[src/rtl/store_buffer_be.sv]
// store_buffer_be: byte-masked store buffer for the data-memory stage.
// Circular FIFO of word-addressed entries. A store can merge into the
// youngest entry, loads are forwarded per byte lane with the youngest
// entry winning, and the head entry drains to the cache via valid/ready.
module store_buffer_be #(
    parameter int N_LINES   = 4,
    parameter int REG_WIDTH = 32,
    parameter int VA_WIDTH  = 32
) (
    input  logic                         clk,
    input  logic                         rst,
    input  logic                         i_is_store,
    input  logic [VA_WIDTH-1:0]          i_st_addr,
    input  logic [1:0]                   i_st_size,
    input  logic [REG_WIDTH-1:0]         i_st_data,
    input  logic                         i_is_load,
    input  logic [VA_WIDTH-1:0]          i_ld_addr,
    input  logic [1:0]                   i_ld_size,
    input  logic                         i_drain,
    output logic                         o_fwd_hit,
    output logic                         o_fwd_partial,
    output logic [REG_WIDTH-1:0]         o_fwd_data,
    output logic                         o_misaligned,
    output logic                         o_stall,
    output logic                         o_full,
    output logic                         o_empty,
    output logic                         o_commit_valid,
    output logic [VA_WIDTH-1:0]          o_commit_addr,
    output logic [REG_WIDTH-1:0]         o_commit_data,
    output logic [(REG_WIDTH/8)-1:0]     o_commit_be,
    input  logic                         i_commit_ready
);
    localparam int N_BYTES   = REG_WIDTH / 8;
    localparam int OFF_WIDTH = $clog2(N_BYTES);
    localparam int PW        = $clog2(N_LINES);
    localparam int CW        = PW + 1;

    // Byte-lane mask for a size code, placed at the given byte offset.
    function automatic logic [N_BYTES-1:0] lane_mask(input logic [1:0] sz,
                                                     input logic [OFF_WIDTH-1:0] off);
        logic [N_BYTES-1:0] base;
        case (sz)
            2'd0:    base = N_BYTES'(1);
            2'd1:    base = N_BYTES'(3);
            default: base = '1;
        endcase
        return base << off;
    endfunction

    function automatic logic is_misaligned(input logic [1:0] sz,
                                           input logic [OFF_WIDTH-1:0] off);
        return (sz == 2'd3) || ((sz == 2'd1) && off[0]) || ((sz == 2'd2) && (off != '0));
    endfunction

    logic [VA_WIDTH-1:0]  r_addr  [N_LINES];
    logic [REG_WIDTH-1:0] r_data  [N_LINES];
    logic [N_BYTES-1:0]   r_be    [N_LINES];
    logic [N_LINES-1:0]   r_valid;
    logic [PW-1:0]        r_head;
    logic [PW-1:0]        r_tail;
    logic [CW-1:0]        r_count;

    logic                 w_full, w_empty;
    logic [OFF_WIDTH-1:0] w_st_off, w_ld_off;
    logic [VA_WIDTH-1:0]  w_st_word, w_ld_word;
    logic [N_BYTES-1:0]   w_st_mask, w_ld_mask;
    logic [REG_WIDTH-1:0] w_st_wdata, w_st_bitmask;
    logic                 w_st_mis, w_ld_mis;
    logic                 w_st_ok, w_coalesce, w_push, w_pop, w_st_stall;
    logic [PW-1:0]        w_youngest;
    logic [N_BYTES-1:0]   w_cov, w_ld_cov;
    logic [REG_WIDTH-1:0] w_fwd_raw;
    logic                 w_ld_ok, w_ld_partial;

    // Store/load decode: word address, lane mask, lane-placed data, alignment.
    always_comb begin
        w_st_off     = i_st_addr[OFF_WIDTH-1:0];
        w_ld_off     = i_ld_addr[OFF_WIDTH-1:0];
        w_st_word    = {i_st_addr[VA_WIDTH-1:OFF_WIDTH], {OFF_WIDTH{1'b0}}};
        w_ld_word    = {i_ld_addr[VA_WIDTH-1:OFF_WIDTH], {OFF_WIDTH{1'b0}}};
        w_st_mask    = lane_mask(i_st_size, w_st_off);
        w_ld_mask    = lane_mask(i_ld_size, w_ld_off);
        w_st_wdata   = i_st_data << {w_st_off, 3'b000};
        w_st_mis     = is_misaligned(i_st_size, w_st_off);
        w_ld_mis     = is_misaligned(i_ld_size, w_ld_off);
        w_st_bitmask = '0;
        for (int unsigned b = 0; b < N_BYTES; b++)
            w_st_bitmask[8*b +: 8] = {8{w_st_mask[b]}};
    end

    // Store acceptance: coalesce into youngest (never the head), else enqueue, else stall.
    always_comb begin
        w_full     = (r_count == CW'(N_LINES));
        w_empty    = (r_count == '0);
        w_youngest = r_tail - PW'(1);
        w_st_ok    = i_is_store && !w_st_mis;
        w_coalesce = w_st_ok && !i_drain && (r_count >= CW'(2)) &&
                     (r_addr[w_youngest] == w_st_word);
        w_push     = w_st_ok && !w_coalesce && !w_full && !i_drain;
        w_st_stall = w_st_ok && !w_coalesce && !w_push;
        w_pop      = !w_empty && i_commit_ready;
    end

    // Per-lane forwarding: walk entries oldest to youngest so younger bytes overwrite.
    always_comb begin
        logic [PW-1:0] idx;
        idx       = '0;
        w_cov     = '0;
        w_fwd_raw = '0;
        for (int unsigned k = 0; k < N_LINES; k++) begin
            idx = r_head + PW'(k);
            if (r_valid[idx] && (r_addr[idx] == w_ld_word)) begin
                for (int unsigned b = 0; b < N_BYTES; b++) begin
                    if (r_be[idx][b]) begin
                        w_cov[b]           = 1'b1;
                        w_fwd_raw[8*b +: 8] = r_data[idx][8*b +: 8];
                    end
                end
            end
        end
        w_ld_ok      = i_is_load && !w_ld_mis;
        w_ld_cov     = w_cov & w_ld_mask;
        w_ld_partial = w_ld_ok && (w_ld_cov != '0) && (w_ld_cov != w_ld_mask);
        o_fwd_hit    = w_ld_ok && (w_ld_cov == w_ld_mask);
        o_fwd_partial = w_ld_partial;
        o_fwd_data   = '0;
        if (w_ld_ok) begin
            for (int unsigned b = 0; b < N_BYTES; b++)
                if (w_ld_cov[b]) o_fwd_data[8*b +: 8] = w_fwd_raw[8*b +: 8];
        end
    end

    // Status and commit-port outputs, always reflecting the head entry.
    always_comb begin
        o_misaligned   = (i_is_store && w_st_mis) || (i_is_load && w_ld_mis);
        o_stall        = w_st_stall || w_ld_partial;
        o_full         = w_full;
        o_empty        = w_empty;
        o_commit_valid = !w_empty;
        o_commit_addr  = r_addr[r_head];
        o_commit_data  = r_data[r_head];
        o_commit_be    = r_be[r_head];
    end

    // Buffer state update: pop at head, push at tail, or merge into youngest.
    always_ff @(posedge clk) begin
        if (rst) begin
            r_head  <= '0;
            r_tail  <= '0;
            r_count <= '0;
            r_valid <= '0;
            for (int unsigned i = 0; i < N_LINES; i++) begin
                r_addr[i] <= '0;
                r_data[i] <= '0;
                r_be[i]   <= '0;
            end
        end else begin
            if (w_pop) begin
                r_valid[r_head] <= 1'b0;
                r_head          <= r_head + PW'(1);
            end
            if (w_push) begin
                r_valid[r_tail] <= 1'b1;
                r_addr[r_tail]  <= w_st_word;
                r_data[r_tail]  <= w_st_wdata;
                r_be[r_tail]    <= w_st_mask;
                r_tail          <= r_tail + PW'(1);
            end
            if (w_coalesce) begin
                r_data[w_youngest] <= (r_data[w_youngest] & ~w_st_bitmask) |
                                      (w_st_wdata & w_st_bitmask);
                r_be[w_youngest]   <= r_be[w_youngest] | w_st_mask;
            end
            r_count <= r_count + CW'(w_push) - CW'(w_pop);
        end
    end

endmodule

[config.mk]
export PLATFORM = sky130hd
export DESIGN_NAME = store_buffer_be
export DESIGN_NICKNAME = d
export VERILOG_FILES = /design/src/rtl/store_buffer_be.sv
export SDC_FILE = /design/constraint.sdc
export NUM_CORES = 1
export LEC_CHECK = 0
export BUFFER_PORTS_ARGS = -buffer_cell sky130_fd_sc_hd__buf_4
export CAP_MARGIN = 10
export CORE_MARGIN = 5
export CORE_UTILIZATION = 42
export DETAILED_ROUTE_END_ITERATION = 8
export SLEW_MARGIN = 20
export SYNTH_ARGS = -nofsm -noshare
export SYNTH_HDL_FRONTEND = slang
export SYNTH_SLANG_ARGS = --single-unit
[constraint.sdc]
create_clock -name clk -period 6.3 [get_ports clk]
set_clock_uncertainty 0.2 [all_clocks]
set_input_delay 1.26 -clock clk [delete_from_list [all_inputs] [get_ports clk]]
set_output_delay 1.26 -clock clk [all_outputs]
set_load 0.05 [all_outputs]
; Word-level counts from Yosys, hierarchy flattened
; Memories as Yosys holds them, arrays and structs flattened. A register that Yosys moved wholly into a read port is not among the register bits.
; Index checks and enable logic that the tools add are counted.
[op_classes]
n_eq_ne = 14
order_cmp = 8
bitwise_logic = 9
reduce_logical = 49
add_sub_neg = 7
n_shift = 3
muxes = 91
[op_table]
columns = op, n
row1 = $mux W32, 7
row2 = $eq A32 B32 Y1, 5
row3 = $mux W8, 20
row4 = $and A32 B32 Y32, 2
row5 = $reduce_or A32 Y1, 2
row6 = $mux W4, 9
row7 = $mux W1, 35
row8 = $not A32 Y32, 1
row9 = $or A32 B32 Y32, 1
row10 = $shl A32 B5 Y32, 1
row11 = $mux W30, 1
row12 = $reduce_or A30 Y1, 1
row13 = $logic_and A1 B1 Y1, 25
row14 = $mux W2, 11
row15 = $pmux W4 S2, 2
row16 = $lt A2 B3 Y1 const B, 5
row17 = $and A4 B4 Y4, 2
row18 = $bmux W1 S2, 4
row19 = $eq A2 B2 Y1 const B, 4
row20 = $or A4 B4 Y4, 2
row21 = $reduce_or A4 Y1, 2
row22 = $shl A4 B2 Y4, 2
row23 = $logic_not A1 Y1, 7
row24 = $logic_or A1 B1 Y1, 6
row25 = 17 further kinds, 24
[totals]
in_bits = 106
wordCells = 188
ram_bits = 264
output_inout_bits = 107
mem_count = 3
register_bits = 11
[memory_table]
columns = name, words, word_bits, rd, rd_clocked_by_memory_dff, wr, line_no
row1 = r_data, 4, 32, 5, 1, 4, 56  ; logic [REG_WIDTH-1:0] r_data [N_LINES];
row2 = r_addr, 4, 30, 5, 1, 4, 55  ; logic [VA_WIDTH-1:0] r_addr [N_LINES];
row3 = r_be, 4, 4, 5, 1, 4, 57  ; logic [N_BYTES-1:0] r_be [N_LINES];

; Longest topological paths before layout
; Gate-level depths: netlist of run 1.
[depth]
depth_word = 19
depth_mapped = 23
mapped_depth_nobuf = 15

; Worst setup path after synthesis of run 1
; No wires, ideal clock.
[synth_path]
kind = register to register
from = register r_tail[0]
to = memory r_be[3][0] (netlist name), enable pin
path_stages_with_launch = 20
required_ns = 5.671
setup_ns = 0.429
slack_ns = -0.260
arrival_ns = 5.931
period_less_slack_ns = 6.560
n_path_buf = 8
cell_sequence = dfxtp_1 buf_2 buf_6 buf_2 clkbuf_1 clkbuf_1 inv_1 ha_1 buf_2 buf_1 mux4_2 xnor2_1 nand2_1 nor4_1 nand4_1 and3_1 buf_2 nand2b_1 o22ai_1 nor2_1
[synth_rtl]
columns = item, line_no
row1 = start: declaration, 60  ; logic [PW-1:0] r_tail;
row2 = start signal: assignment, 167  ; r_tail <= r_tail + PW'(1);
row3 = end: declaration, 57

; Worst setup path after layout of run 1
[layout_path]
from = register r_head[0]
to = output o_stall
[layout_between]
elab_chain_len = 15
elab_cells_between_ends = 42
cone_classes = 3 x add/sub / 4 x eq/ne / 24 x mux / 1 x bitwise / 8 x reduce/logical / 2 x memory
[layout_lines]
columns = item, line_no
row1 = start: declaration, 59  ; logic [PW-1:0] r_head;
row2 = start signal: assignment, 160  ; r_head <= r_head + PW'(1);
row3 = "parallel branches: the longest is 9 deep, another holds $mem_v2 Z4 W30", --
row4 = $mux W4 (*), 112  ; if (r_valid[idx] && (r_addr[idx] == w_ld_word)) begin
row5 = $and A4 B4 Y4 (*), 122  ; w_ld_cov = w_cov & w_ld_mask;
row6 = $reduce_bool A4 Y1, 123  ; w_ld_partial = w_ld_ok && (w_ld_cov != '0) && (w_ld_cov != w_ld_mask);
row7 = $logic_and A1 B1 Y1, 123
row8 = $logic_and A1 B1 Y1 (*), 123
row9 = $logic_or A1 B1 Y1 (*), 136  ; o_stall = w_st_stall || w_ld_partial;
row10 = end: declaration, 24  ; output logic o_stall,
; Every way passes the cells marked *. The select of a mux whose other input is x is not followed.

==> impl_results.md, run 1 <==
- Gr usage total: 27.6%
- Diode count: 0
- Post-DP Area: between 20,000 and 30,000 sq um
- Vias in the first global route: 18,300
- Initial antenna violation count: 1
- Hold Vio Cnt, Final: 0
- # setup viols final: 0
- # port buffers: 210
- Syn Inst Count: 1,922
- Syn Area/Cell: 12.1 sq um
- PwrDens: 330 nW/um^2
- CP top delay family: compound AO/OA/AOI/OAI gates
- Clock-pin slew on the worst setup and hold paths: 0.06 ns
- Root Driver: clkbuf_16
- Gr ovfl total: 0
- Worst r2r dst: r_data[1][23]$_SDFFCE_PN0P_
- Max-slew violations: 0
- Area growth, synth to finish: 17.7%
- DR vias: 18,400
- Critical Path Max Stage Delay: between 0.5 and 0.6 ns
- Setup TNS: 0 ns
- Clk buf depth: 3
- R2r startpoint: r_tail[1]$_SDFFE_PP0N_
- Worst Setup End Kind: output pin
- Die ar.: 60,000 sq um
- Antenna violation net count after detailed routing: 0
- Setup crit end: o_stall
- Top_reg_cell synth: edfxtp_1
- Io pins: 213
- Post-synthesis sequential area ratio: approximately a third
- Slew @ Worst Pin: 1.13 ns
- Sequence of cells on the critical path: buf_16 > buf_6 > mux4_2 > xor2_1 > nor4_4 > o2111ai_1 > nor4_2 > buf_4 > o2111ai_1 > buf_4 > a41o_1 > o2111a_1 > o31ai_2 > buf_6
- Final instance area: 27,300 sq um
- Inserted Clock Buffers: 34
- Final Cycle Share: a little over nine tenths
- Data arrival, critical path: 4.74 ns
- Largest net degree at the start of global routing: 85
- Area occupied by multi-input gates: 14,100 sq um
- Critical Path Start: r_head[0]$_SDFFE_PP0P_
- Hold Path Class: flop to flop
- Nets: about 2,200
- Cell row count: 86
- Worst vdd ir: 295 uV
- Stages on the worst setup path: 14
- Initial core utilization: 42.3%
- Post-synthesis cell type count: between 70 and 80
- DP HPWL: 59.5 mm
- Mapped Area: 23,200 sq um
- TritonCTS clock tree: done
- Routed wire per std cell: between 30 and 40 um
- Final wirelength: 84.9 mm
- R2r worst-path depth: 13
- Maxcap violations: 0
- Clk Latency, worst-skew pair: 0.55 ns
- Register area: 8210 sq um
- Die height: 245 um
- Fin crit period: ~6.2 ns
- Status: completed
- Worst-path fanout max: 17
- Worst Setup Start Kind: flop
- Initial DRC count: 1,924
- CTS HTree Levels: 2
- Placer congestion estimate: roughly 1.0
- First-pass GRT wire length: between 100 and 150 mm
- DR vias/cell: 6.49
- R2R setup slack: approximately 0.86 ns
- Fmax: around 160 MHz
- 1st-pass router iterations: 5
- Kind of critical path: flop to output pin
- Async SR Flop Fraction: 0%
- Slew HR: 24.4%
- Die width: 245 um
- Synth warn: 0
- Worst endpoint required time: around 4.8 ns
- Post-synthesis register bit count: 277
- Slowest stage cell, crit path: mux4_2
- DRC: 0
- Core area: about 55,000 sq um
- RSZ-0062 raised after global routing: yes
- Fraction of layout cells with a size suffix above 1: about a third
- CTS sink count: 277
- WP buf/inv: 5
- Fillers: 4,844
- Hold Buf Count CTS: 0
- Post-synth EDFFs: 264
- Static leakage: between 9 and 10 nW
report_power, final:
part	switching [mW]	internal, mW
logic	2.69	2.05
registers	0.167	2.15
clock network	0.799	1.16
layout make-up:
type	instances	share of cell area (%)
inverters	97	1.36
multi-input cells	1383	51.6
repair buffers	313	9.85
flip-flops and latches	277	30.0
clock buffers	41	3.25
well taps	704	3.23
clock inverters	15	0.683
stage by stage:
stage | setup slack (ns) | power [mW] | hold slack [ns] | util [%] | instances
final | 0.0959 | 9.02 | 0.433 | 49.8 | 2830
after global routing | -0.0155 | 9.38 | 0.467 | 49.8 | 2830
after CTS | 0.00949 | 8.93 | 0.415 | 49.4 | 2818
after detailed placement | 0.0245 | 6.89 | 0.399 | 47.2 | 2759
after global placement | 0.211 | 6.86 | 0.396 | 47.2 | 2759
after floorplan | -0.115 | 5.61 | 0.299 | - | 1923
flip-flops by register name, summed over array words and instances, names as in the netlist, named ones only:
signal	count
r_addr	120
r_data	128
r_head	2
r_be	16
r_count	3
r_valid	4
r_tail	2
cell usage in the layout (no fill, tap or decap), types with 6 or more instances in the layout:
master	count
buf_6	8
nor3_1	35
nand2_1	57
nand4_1	18
o2111ai_1	12
edfxtp_1	264
clkbuf_1	6
a221oi_1	6
or3_1	7
dfxtp_1	8
nor2_1	135
xnor2_1	109
ha_1	9
buf_4	284
inv_1	95
clkbuf_16	35
a22oi_1	6
mux4_2	260
o22ai_1	47
o21ai_0	32
and2_1	122
xor2_1	35
or4_1	6
o211ai_1	8
nor4_1	11
buf_12	14
mux2i_1	180
mux2_2	48
nor3b_1	10
a31oi_1	14
nand2b_1	8
a21oi_1	34
nor3_2	12
nand3_1	9
nor2b_1	60
o2bb2ai_1	9
worst register-to-register path, cell delays in order, from the launching register on:
cell	delay, ns
dfxtp_1	0.55
inv_1	0.21
ha_4	0.53
mux4_2	0.40
xnor2_1	0.57
nand2_1	0.09
or3b_1	0.40
nor4b_1	0.26
nand3_1	0.10
or4_1	0.68
o22ai_1	0.40
nand2b_1	0.20
nand2b_2	0.23
buf_12	0.29
synthesized netlist by cell type, types with 5 or more instances:
cell / instances / area (sq um)
nor3b_1: 10 / 75.1
nor4_1: 14 / 87.6
nand2_1: 57 / 214
a211oi_1: 5 / 37.5
inv_1: 97 / 364
o211ai_1: 8 / 60.1
buf_2: 42 / 210
edfxtp_1: 264 / 7930
mux4_2: 260 / 5860
mux2_2: 48 / 541
xnor2_1: 109 / 955
nand2b_1: 11 / 68.8
o2bb2ai_1: 9 / 78.8
mux2i_1: 182 / 1820
nand3_1: 9 / 45.0
buf_6: 5 / 56.3
ha_1: 11 / 138
nor2_1: 138 / 518
o22ai_1: 47 / 294
o21ai_0: 32 / 160
nor3_1: 46 / 230
or4_1: 6 / 45.0
and2_1: 122 / 763
a221oi_1: 6 / 52.6
xor2_1: 35 / 307
a22oi_1: 6 / 45.0
buf_4: 12 / 90.1
a21oi_1: 34 / 170
nand4_1: 18 / 113
o2111ai_1: 12 / 105
or3_1: 7 / 43.8
dfxtp_1: 13 / 260
buf_1: 26 / 97.6
nor2b_1: 63 / 394
clkbuf_1: 81 / 304
a31oi_1: 14 / 87.6
how the worst min path moves through the flow:
stage	slack, ns	cells past startpoint	from	end
after global placement	0.40	2	r_valid[2]$_SDFF_PP0_	r_valid[2]$_SDFF_PP0_
after global routing	0.47	2	r_valid[2]$_SDFF_PP0_	r_valid[2]$_SDFF_PP0_
final	0.43	2	r_valid[2]$_SDFF_PP0_	r_valid[2]$_SDFF_PP0_
after CTS	0.41	2	r_valid[2]$_SDFF_PP0_	r_valid[2]$_SDFF_PP0_
after detailed placement	0.40	2	r_valid[2]$_SDFF_PP0_	r_valid[2]$_SDFF_PP0_
after floorplan	0.30	2	r_valid[0]$_SDFF_PP0_	r_valid[0]$_SDFF_PP0_
layer usage:
metal	vias up	routed length [um]	global-route usage (%)
met3	167	7650	5.39
met4	0	3380	10.3
met1	9445	33600	37.7
met2	992	40300	43.9
met5	-	0	0
li1	7770	-	-
cells by family (layout without fill, tap and decap cells):
| kind of cell | after synthesis | after routing | share of synthesized area (%) |
|---|---|---|---|
| other | 1 | 2 | 0.0162 |
| xor gates and xnor gates | 144 | 144 | 5.44 |
| buffers and inverters | 263 | 466 | 4.84 |
| DFF | 277 | 277 | 35.3 |
| and+or+nand+nor | 521 | 521 | 11.9 |
| muxes | 490 | 490 | 35.4 |
| AOI/OAI and AO/OA | 214 | 214 | 6.41 |
| adders and majority gates | 12 | 12 | 0.680 |
timing repair:
action / CTS / global route
setup buffers: 1 / 11
endpoints found under the setup margin: 28 / 35
gates resized for setup: 8 / 24
cloned: 2 / 1
pin swaps: 2 / 4
(Power assumes the default switching activity.)
==> run 2: changes to the inputs <==
--- a/config.mk
+++ b/config.mk
@@ -7,6 +7,7 @@
 export LEC_CHECK = 0
 export BUFFER_PORTS_ARGS = -buffer_cell sky130_fd_sc_hd__buf_4
 export CAP_MARGIN = 10
+export CORE_ASPECT_RATIO = 0.75
 export CORE_MARGIN = 5
 export CORE_UTILIZATION = 42
 export DETAILED_ROUTE_END_ITERATION = 8
==> run 2 against run 1 <==
  * Sequential share of layout area rose by 0.18 points
  * Die area is essentially flat
  * Global-route usage is 0.15 points higher
  * Final cell count up 0.46%
  * Flip-flop and latch count did not move
  * Clock power down 9%
==> impl_results.md, run 2 (same netlist as run 1, synthesis figures left out) <==
- Hold Path Class: flop to flop (unchanged)
- Switch Pwr: 3.68 mW (was 3.65 mW)
- PwrDens: 328 nW/um^2 (was 330 nW/um^2)
- R2r worst-path depth: 13 (unchanged)
- Worst r2r dst: r_data[1][1]$_SDFFCE_PN0P_ (was r_data[1][23]$_SDFFCE_PN0P_)
- Largest regs: r_data: 128 flops, r_addr: 120 flops, r_be: 16 flops (unchanged)
- First-pass GRT wire length: 124 mm (about the same)
- Pint: 5.22 mW (was 5.37 mW)
- Worst Setup End Kind: output pin (unchanged)
- Critical Path Max Stage Delay: 0.63 ns (was 0.54 ns)
- Max-slew violations: 0 (unchanged)
- Routed wire per std cell: 30.3 um (was 30.0 um)
- DR vias: 18,500 (was 18,400)
- Final Cycle Share: 98.4% (was 98.5%)
- Initial DRC count: 2,663 (was 1,924)
- Final Util: 49.8% (about the same)
- Hold slack: 0.417 ns (was 0.433 ns)
- Worst Setup Start Kind: flop (unchanged)
- Static leakage: 9.60 nW (was 9.67 nW)
- Gr ovfl total: 0 (unchanged)
- Commonest non-fill, non-tap cell in the layout: buf_4 (unchanged)
- Hold Buf Count CTS: 0 (unchanged)
- Slowest stage cell, crit path: dfxtp_4 (was mux4_2)
- Slew HR: 24.3% (was 24.4%)
- RSZ-0062 raised after global routing: yes (unchanged)
- Initial core utilization: 42.5% (was 42.3%)
- DRC: 0 (unchanged)
- DR vias/cell: 6.51 (was 6.49)
- Root Driver: clkbuf_16 (unchanged)
- Sw frac: 41.3% (was 40.5%)
- Fin crit period: 6.20 ns (about the same)
- 1st-pass router iterations: 5 (unchanged)
- Data arrival, critical path: 4.74 ns (about the same)
- R2r startpoint: r_tail[1]$_SDFFE_PP0N_ (unchanged)
- Fraction of layout cells with a size suffix above 1: 34.0% (was 33.9%)
- Slew @ Worst Pin: 1.14 ns (was 1.13 ns)
- Die width: 281 um (was 245 um)
- Final wirelength: 86.1 mm (was 84.9 mm)
- Cell row count: 74 (was 86)
- Logic pwr share: 53.6% (was 52.5%)
- Placer congestion estimate: 1.00 (about the same)
- Core area: 54,500 sq um (was 54,900 sq um)
- Maxcap violations: 0 (unchanged)
- Hold depth: 2 (unchanged)
- Worst vdd ir: 219 uV (was 295 uV)
- CTS sink count: 277 (unchanged)
- Area growth, synth to finish: 17.0% (was 17.7%)
- # setup viols final: 0 (unchanged)
- TritonCTS clock tree: done (unchanged)
- Worst endpoint required time: 4.84 ns (about the same)
- Kind of critical path: flop to output pin (unchanged)
- Die ar.: 60,100 sq um (was 60,000 sq um)
- Clock-pin slew on the worst setup and hold paths: 0.06 ns (about the same)
- Post-DP Area: 25,800 sq um (was 25,900 sq um)
- Hold wc startpoint: r_valid[0]$_SDFF_PP0_ (was r_valid[2]$_SDFF_PP0_)
- CTS HTree Levels: 1 (was 2)
- Largest net degree at the start of global routing: 79 (was 85)
- Commonest cells after routing, fill and taps aside: buf_4, edfxtp_1, mux4_2, mux2i_1, nor2_1 (unchanged)
- Largest Register: r_data (unchanged)
- # port buffers: 210 (unchanged)
- R2R setup slack: 0.47 ns (was 0.86 ns)
- Vias in the first global route: 17,700 (was 18,300)
- Initial antenna violation count: 3 (was 1)
- Clock power share: 20.1% (was 21.8%)
- Clk Latency, worst-skew pair: 0.59 ns (was 0.55 ns)
- Inserted Clock Buffers: 31 (was 34)
- Clk buf depth: 3 (unchanged)
- Hold Path End: r_valid[0]$_SDFF_PP0_ (was r_valid[2]$_SDFF_PP0_)
- Max reg flops: 128 (unchanged)
- Antenna violation net count after detailed routing: 0 (unchanged)
- Fillers: 4,759 (was 4,844)
- Status: completed (unchanged)
- Final instance area: 27,100 sq um (was 27,300 sq um)
- Worst-path fanout max: 22 (was 17)
- Gr usage total: 27.7% (was 27.6%)
- Nets: 2,214 (was 2,224)
- Sequence of cells on the critical path: buf_4 > mux2i_1 > nor2_1 > a221oi_1 > buf_4 > o2111ai_1 > nor3_1 > o311ai_2 > buf_4 > o22ai_1 > mux2_2 > mux2i_1 > nor3_1 > buf_4 (was buf_16 > buf_6 > mux4_2 > xor2_1 > nor4_4 > o2111ai_1 > nor4_2 > buf_4 > o2111ai_1 > buf_4 > a41o_1 > o2111a_1 > o31ai_2 > buf_6)
- Hold Vio Cnt, Final: 0 (unchanged)
- Flop pwr share: 26.3% (was 25.7%)
- DP HPWL: 60.6 mm (was 59.5 mm)
- Io pins: 213 (unchanged)
- Fmax: 161 MHz (about the same)
- Die height: 214 um (was 245 um)
- CP most frequent cell: buf_4
==> run 2: cell count changes in the layout (fill, tap and decap cells not counted), moves of 3 or more <==
cell        before  now
nor2b_2          3    0
bufinv_16        4    1
nor2b_1         60   63
buf_12          14   10
clkinvlp_4       3    6
xnor2_1        109  106
xnor2_2          0    3
clkinv_2         3    6
==> run 2: routing by layer <==
metal | share of wire, % | vias to the layer above | routed length [um] | GRT usage [%]
met5 | 0.015 | - | 13 | 0
met4 | 1.9 | 2 | 1650 | 4.77
met2 | 43 | 1082 | 37400 | 40.7
li1 | - | 7776 | - | -
met1 | 43 | 9539 | 37100 | 42.0
met3 | 12 | 105 | 9930 | 7.63
==> run 2: stage by stage <==
stage                     instances  worst slack, ns  power (mW)  TNS, ns
after floorplan                1923           -0.115        5.61    -2.15
after global placement         2770            0.227        6.84        0
after detailed placement       2770            0.135        6.88        0
after CTS                      2831           0.0188        8.74        0
after global routing           2843          -0.0141        9.24  -0.0159
final                          2843           0.0977        8.90        0
==> run 2: worst max-delay path by stage <==
stage	end	slack [ns]
floorplan	o_fwd_data[24]	-0.12
global placement	o_stall	0.23
detailed placement	o_stall	0.14
CTS	o_stall	0.02
global route	o_fwd_data[23]	-0.01
finish	o_fwd_data[23]	0.1
==> run 2: power by group through the flow <==
stage | combinational, mW | sequential [mW] | clock [mW]
2_1_floorplan | 3.34 | 2.27 | 0
3_3_place_gp | 4.49 | 2.35 | 0
3_5_place_dp | 4.51 | 2.36 | 0
4_1_cts | 4.60 | 2.33 | 1.81
5_1_grt | 4.99 | 2.36 | 1.89
6_report | 4.77 | 2.34 | 1.79
==> run 2: timing repair <==
action,CTS,global route
cloned,1,3
setup buffers,3,8
gates resized for setup,18,19
endpoints found under the setup margin,35,35
pin swaps,4,8
endpoints found under the hold margin,0,0
==> run 2: cell type report <==
class / count / area (sq um) / share of cell area (%)
timing repair buffer: 306 / 2590 / 9.54
clock buffer: 41 / 865 / 3.19
inverter: 97 / 364 / 1.34
tap: 722 / 903 / 3.33
antenna: 1 / 2.50 / 0.00922
multi-input combinational: 1383 / 14100 / 51.9
sequential: 277 / 8210 / 30.2
clock inverter: 16 / 116 / 0.429
==> run 2: worst max-delay path, delay by kind of cell, from the launching register on <==
kind | cells | cell delay [ns]
AO/OA/AOI/OAI | 4 | 1.20
buffers and inverters | 4 | 0.96
AND/OR/NAND/NOR | 3 | 0.81
multiplexers | 3 | 0.52
flip-flops | 1 | 0.63
==> run 3: changes to the inputs <==
==> constraint.sdc (replaced) <==
create_clock -name clk -period 5.3 [get_ports clk]
set_clock_uncertainty 0.2 [all_clocks]
set_input_delay 1.06 -clock clk [delete_from_list [all_inputs] [get_ports clk]]
set_output_delay 1.06 -clock clk [all_outputs]
set_load 0.05 [all_outputs]
==> run 3 against run 2 <==
  * The run now ends with negative setup slack left
  * Sequential share of layout area down 2.2 points
  * Non-clock buffer count up 142
  * Critical path depth unchanged
  * Worst hold slack better by 0.029 ns
  * Wire length up 1.2%
  * Power up 24%
  * Setup slack worse by 0.58 ns
  * Clock power up 18%
  * Flip-flop and latch count unchanged
  * First-iteration DRC count down 11%
  * Final cell count up 4.9%
  * Combinational power up 29%
  * Largest power group unchanged
==> impl_results.md, run 3 (same netlist as run 1, synthesis figures left out) <==
- Core area: 54,500 sq um (unchanged)
- Root Driver: clkbuf_16 (unchanged)
- Max-slew violations: 0 (unchanged)
- Worst-path fanout max: 8 (was 22)
- R2r startpoint: r_tail[0]$_SDFFE_PP0N_ (was r_tail[1]$_SDFFE_PP0N_)
- Largest regs: r_data: 128 flops, r_addr: 120 flops, r_be: 16 flops (unchanged)
- Gr ovfl total: 0 (unchanged)
- DRC: 0 (unchanged)
- Hold Vio Cnt, Final: 0 (unchanged)
- Die ar.: 60,100 sq um (unchanged)
- Worst Setup Start Kind: flop (unchanged)
- Hold slack: 0.446 ns (was 0.417 ns)
- DP HPWL: 63.5 mm (was 60.6 mm)
- Fillers: 4,612 (was 4,759)
- Commonest cells after routing, fill and taps aside: buf_4, edfxtp_1, mux4_2, mux2i_1, nor2_1 (unchanged)
- Setup TNS: -14.08 ns (was 0 ns)
- Kind of critical path: flop to output pin (unchanged)
- Cell row count: 74 (unchanged)
- Final Cycle Share: 109%
- Gr usage total: 28.2% (was 27.7%)
- Io pins: 213 (unchanged)
- Static leakage: 10.6 nW (was 9.60 nW)
- Worst endpoint required time: 4.04 ns (was 4.84 ns)
- Commonest non-fill, non-tap cell in the layout: buf_4 (unchanged)
- Largest Register: r_data (unchanged)
- CTS HTree Levels: 1 (unchanged)
- Worst Slack Setup Final: -0.484 ns (was 0.0977 ns)
- First-pass GRT wire length: 126 mm (was 124 mm)
- Largest net degree at the start of global routing: 52 (was 79)
- Antenna violation net count after detailed routing: 0 (unchanged)
- CTS sink count: 277 (unchanged)
- Data arrival, critical path: 4.52 ns (was 4.74 ns)
- Inserted Clock Buffers: 31 (unchanged)
- Worst r2r dst: r_data[2][18]$_SDFFCE_PN0P_ (was r_data[1][1]$_SDFFCE_PN0P_)
- Post-Place Worst Slack: -0.313 ns (was 0.135 ns)
- Slew HR: 35.2% (was 24.3%)
- Area growth, synth to finish: 26.1% (was 17.0%)
- Die height: 214 um (unchanged)
- R2R setup slack: 0.40 ns (was 0.47 ns)
- Vias in the first global route: 18,200 (was 17,700)
- 1st-pass router iterations: 6 (was 5)
- Hold Path End: r_valid[1]$_SDFF_PP0_ (was r_valid[0]$_SDFF_PP0_)
- DR vias/cell: 6.34 (was 6.51)
- # port buffers: 210 (unchanged)
- Nets: 2,356 (was 2,214)
- Hold wc startpoint: r_valid[1]$_SDFF_PP0_ (was r_valid[0]$_SDFF_PP0_)
- Initial antenna violation count: 2 (was 3)
- Final Util: 53.6% (was 49.8%)
- Maxcap violations: 0 (unchanged)
- Placer congestion estimate: 1.01 (was 1.00)
- Max reg flops: 128 (unchanged)
- Slew @ Worst Pin: 0.961 ns (was 1.14 ns)
- Hold Buf Count CTS: 0 (unchanged)
- Clk Latency, worst-skew pair: 0.58 ns (was 0.59 ns)
- # setup viols final: 35 (was 0)
- Final wirelength: 87.1 mm (was 86.1 mm)
- Fmax: 173 MHz
- PwrDens: 376 nW/um^2 (was 328 nW/um^2)
- RSZ-0062 raised after global routing: yes (unchanged)
- Die width: 281 um (unchanged)
- Clock-pin slew on the worst setup and hold paths: 0.06 ns (about the same)
- Fraction of layout cells with a size suffix above 1: 41.9% (was 34.0%)
- Initial core utilization: 42.5% (unchanged)
- Worst vdd ir: 317 uV (was 219 uV)
- DR vias: 18,900 (was 18,500)
- Status: complete, but fails checks (was completed)
- R2r worst-path depth: 13 (unchanged)
- Clk buf depth: 3 (unchanged)
- Initial DRC count: 2,378 (was 2,663)
- TritonCTS clock tree: done (unchanged)
- Pwr Total: 11.0 mW (was 8.90 mW)
- Fin crit period: 5.78 ns
- Hold depth: 2 (unchanged)
- Routed wire per std cell: 29.2 um (was 30.3 um)
- Failing checks: negative setup slack
- Worst Setup End Kind: output pin (unchanged)
- Hold Path Class: flop to flop (unchanged)
==> run 3: changes by cell type in the layout (fill, tap and decap cells not counted), sizes merged <==
| cell | delta |
|---|---|
| buf | +146 |
| bufbuf | -1 |
| bufinv | +2 |
| clkbuf | -5 |
| clkinv | +3 |
| clkinvlp | -6 |
| inv | +1 |
==> run 3: final cells by class <==
class	count	area, sq um	share of cell area, %
inverters	97	367	1.25
repair buffers	448	3910	13.4
diodes	1	2.50	0.00855
clock inverters	16	154	0.526
multi-input cells	1383	14900	51.0
flip-flops and latches	277	8210	28.1
well taps	722	903	3.09
clock buffers	39	806	2.75
==> run 3: metal layers <==
metal  global-route usage (%)  vias to the layer above  routed length (um)
met1                     42.5                     9716               37100
met3                     7.59                      122                9790
li1                         -                     8052                   -
met2                     41.6                     1034               38400
met5                        0                        -                   0
met4                     5.49                        0                1850
==> run 3: through the flow <==
stage / cell area [sq um] / cells
after floorplan: 23500 / 1923
after global placement: 27100 / 2906
after detailed placement: 27100 / 2906
after CTS: 28700 / 2969
after global routing: 29300 / 2983
final: 29300 / 2983
==> run 3: how the worst max path moves through the flow <==
stage                                 startpoint              to  cells after the start
after floorplan           r_head[0]$_SDFFE_PP0P_       o_fwd_hit                     16
after global placement             i_ld_addr[16]         o_stall                     13
after detailed placement           i_ld_addr[16]         o_stall                     13
after CTS                 r_head[0]$_SDFFE_PP0P_   o_fwd_data[1]                     17
after global routing      r_head[0]$_SDFFE_PP0P_  o_fwd_data[11]                     16
final                     r_head[0]$_SDFFE_PP0P_         o_stall                     14
==> run 3: critical path: stages, from the launching register on <==
cell	delay [ns]
dfxtp_4	0.39
inv_4	0.05
ha_4	0.35
buf_12	0.16
mux4_2	0.51
xnor2_1	0.25
nand2_1	0.14
a2111o_1	0.52
buf_6	0.18
or3_4	0.42
and4_4	0.17
a221oi_2	0.35
buf_4	0.20
o31ai_4	0.07
buf_6	0.17
==> run 3: what timing repair did <==
item / in CTS / in global routing
resized for setup: 126 / 78
pin swaps: 30 / 36
setup buffers: 10 / 14
setup endpoints to repair: 35 / 35
==> run 3: power by group <==
group          total, mW  internal [mW]  switching (mW)
Combinational       6.15           2.70            3.45
Sequential          2.74           2.56           0.179
Clock               2.11           1.21           0.894
Total               11.0           6.47            4.52
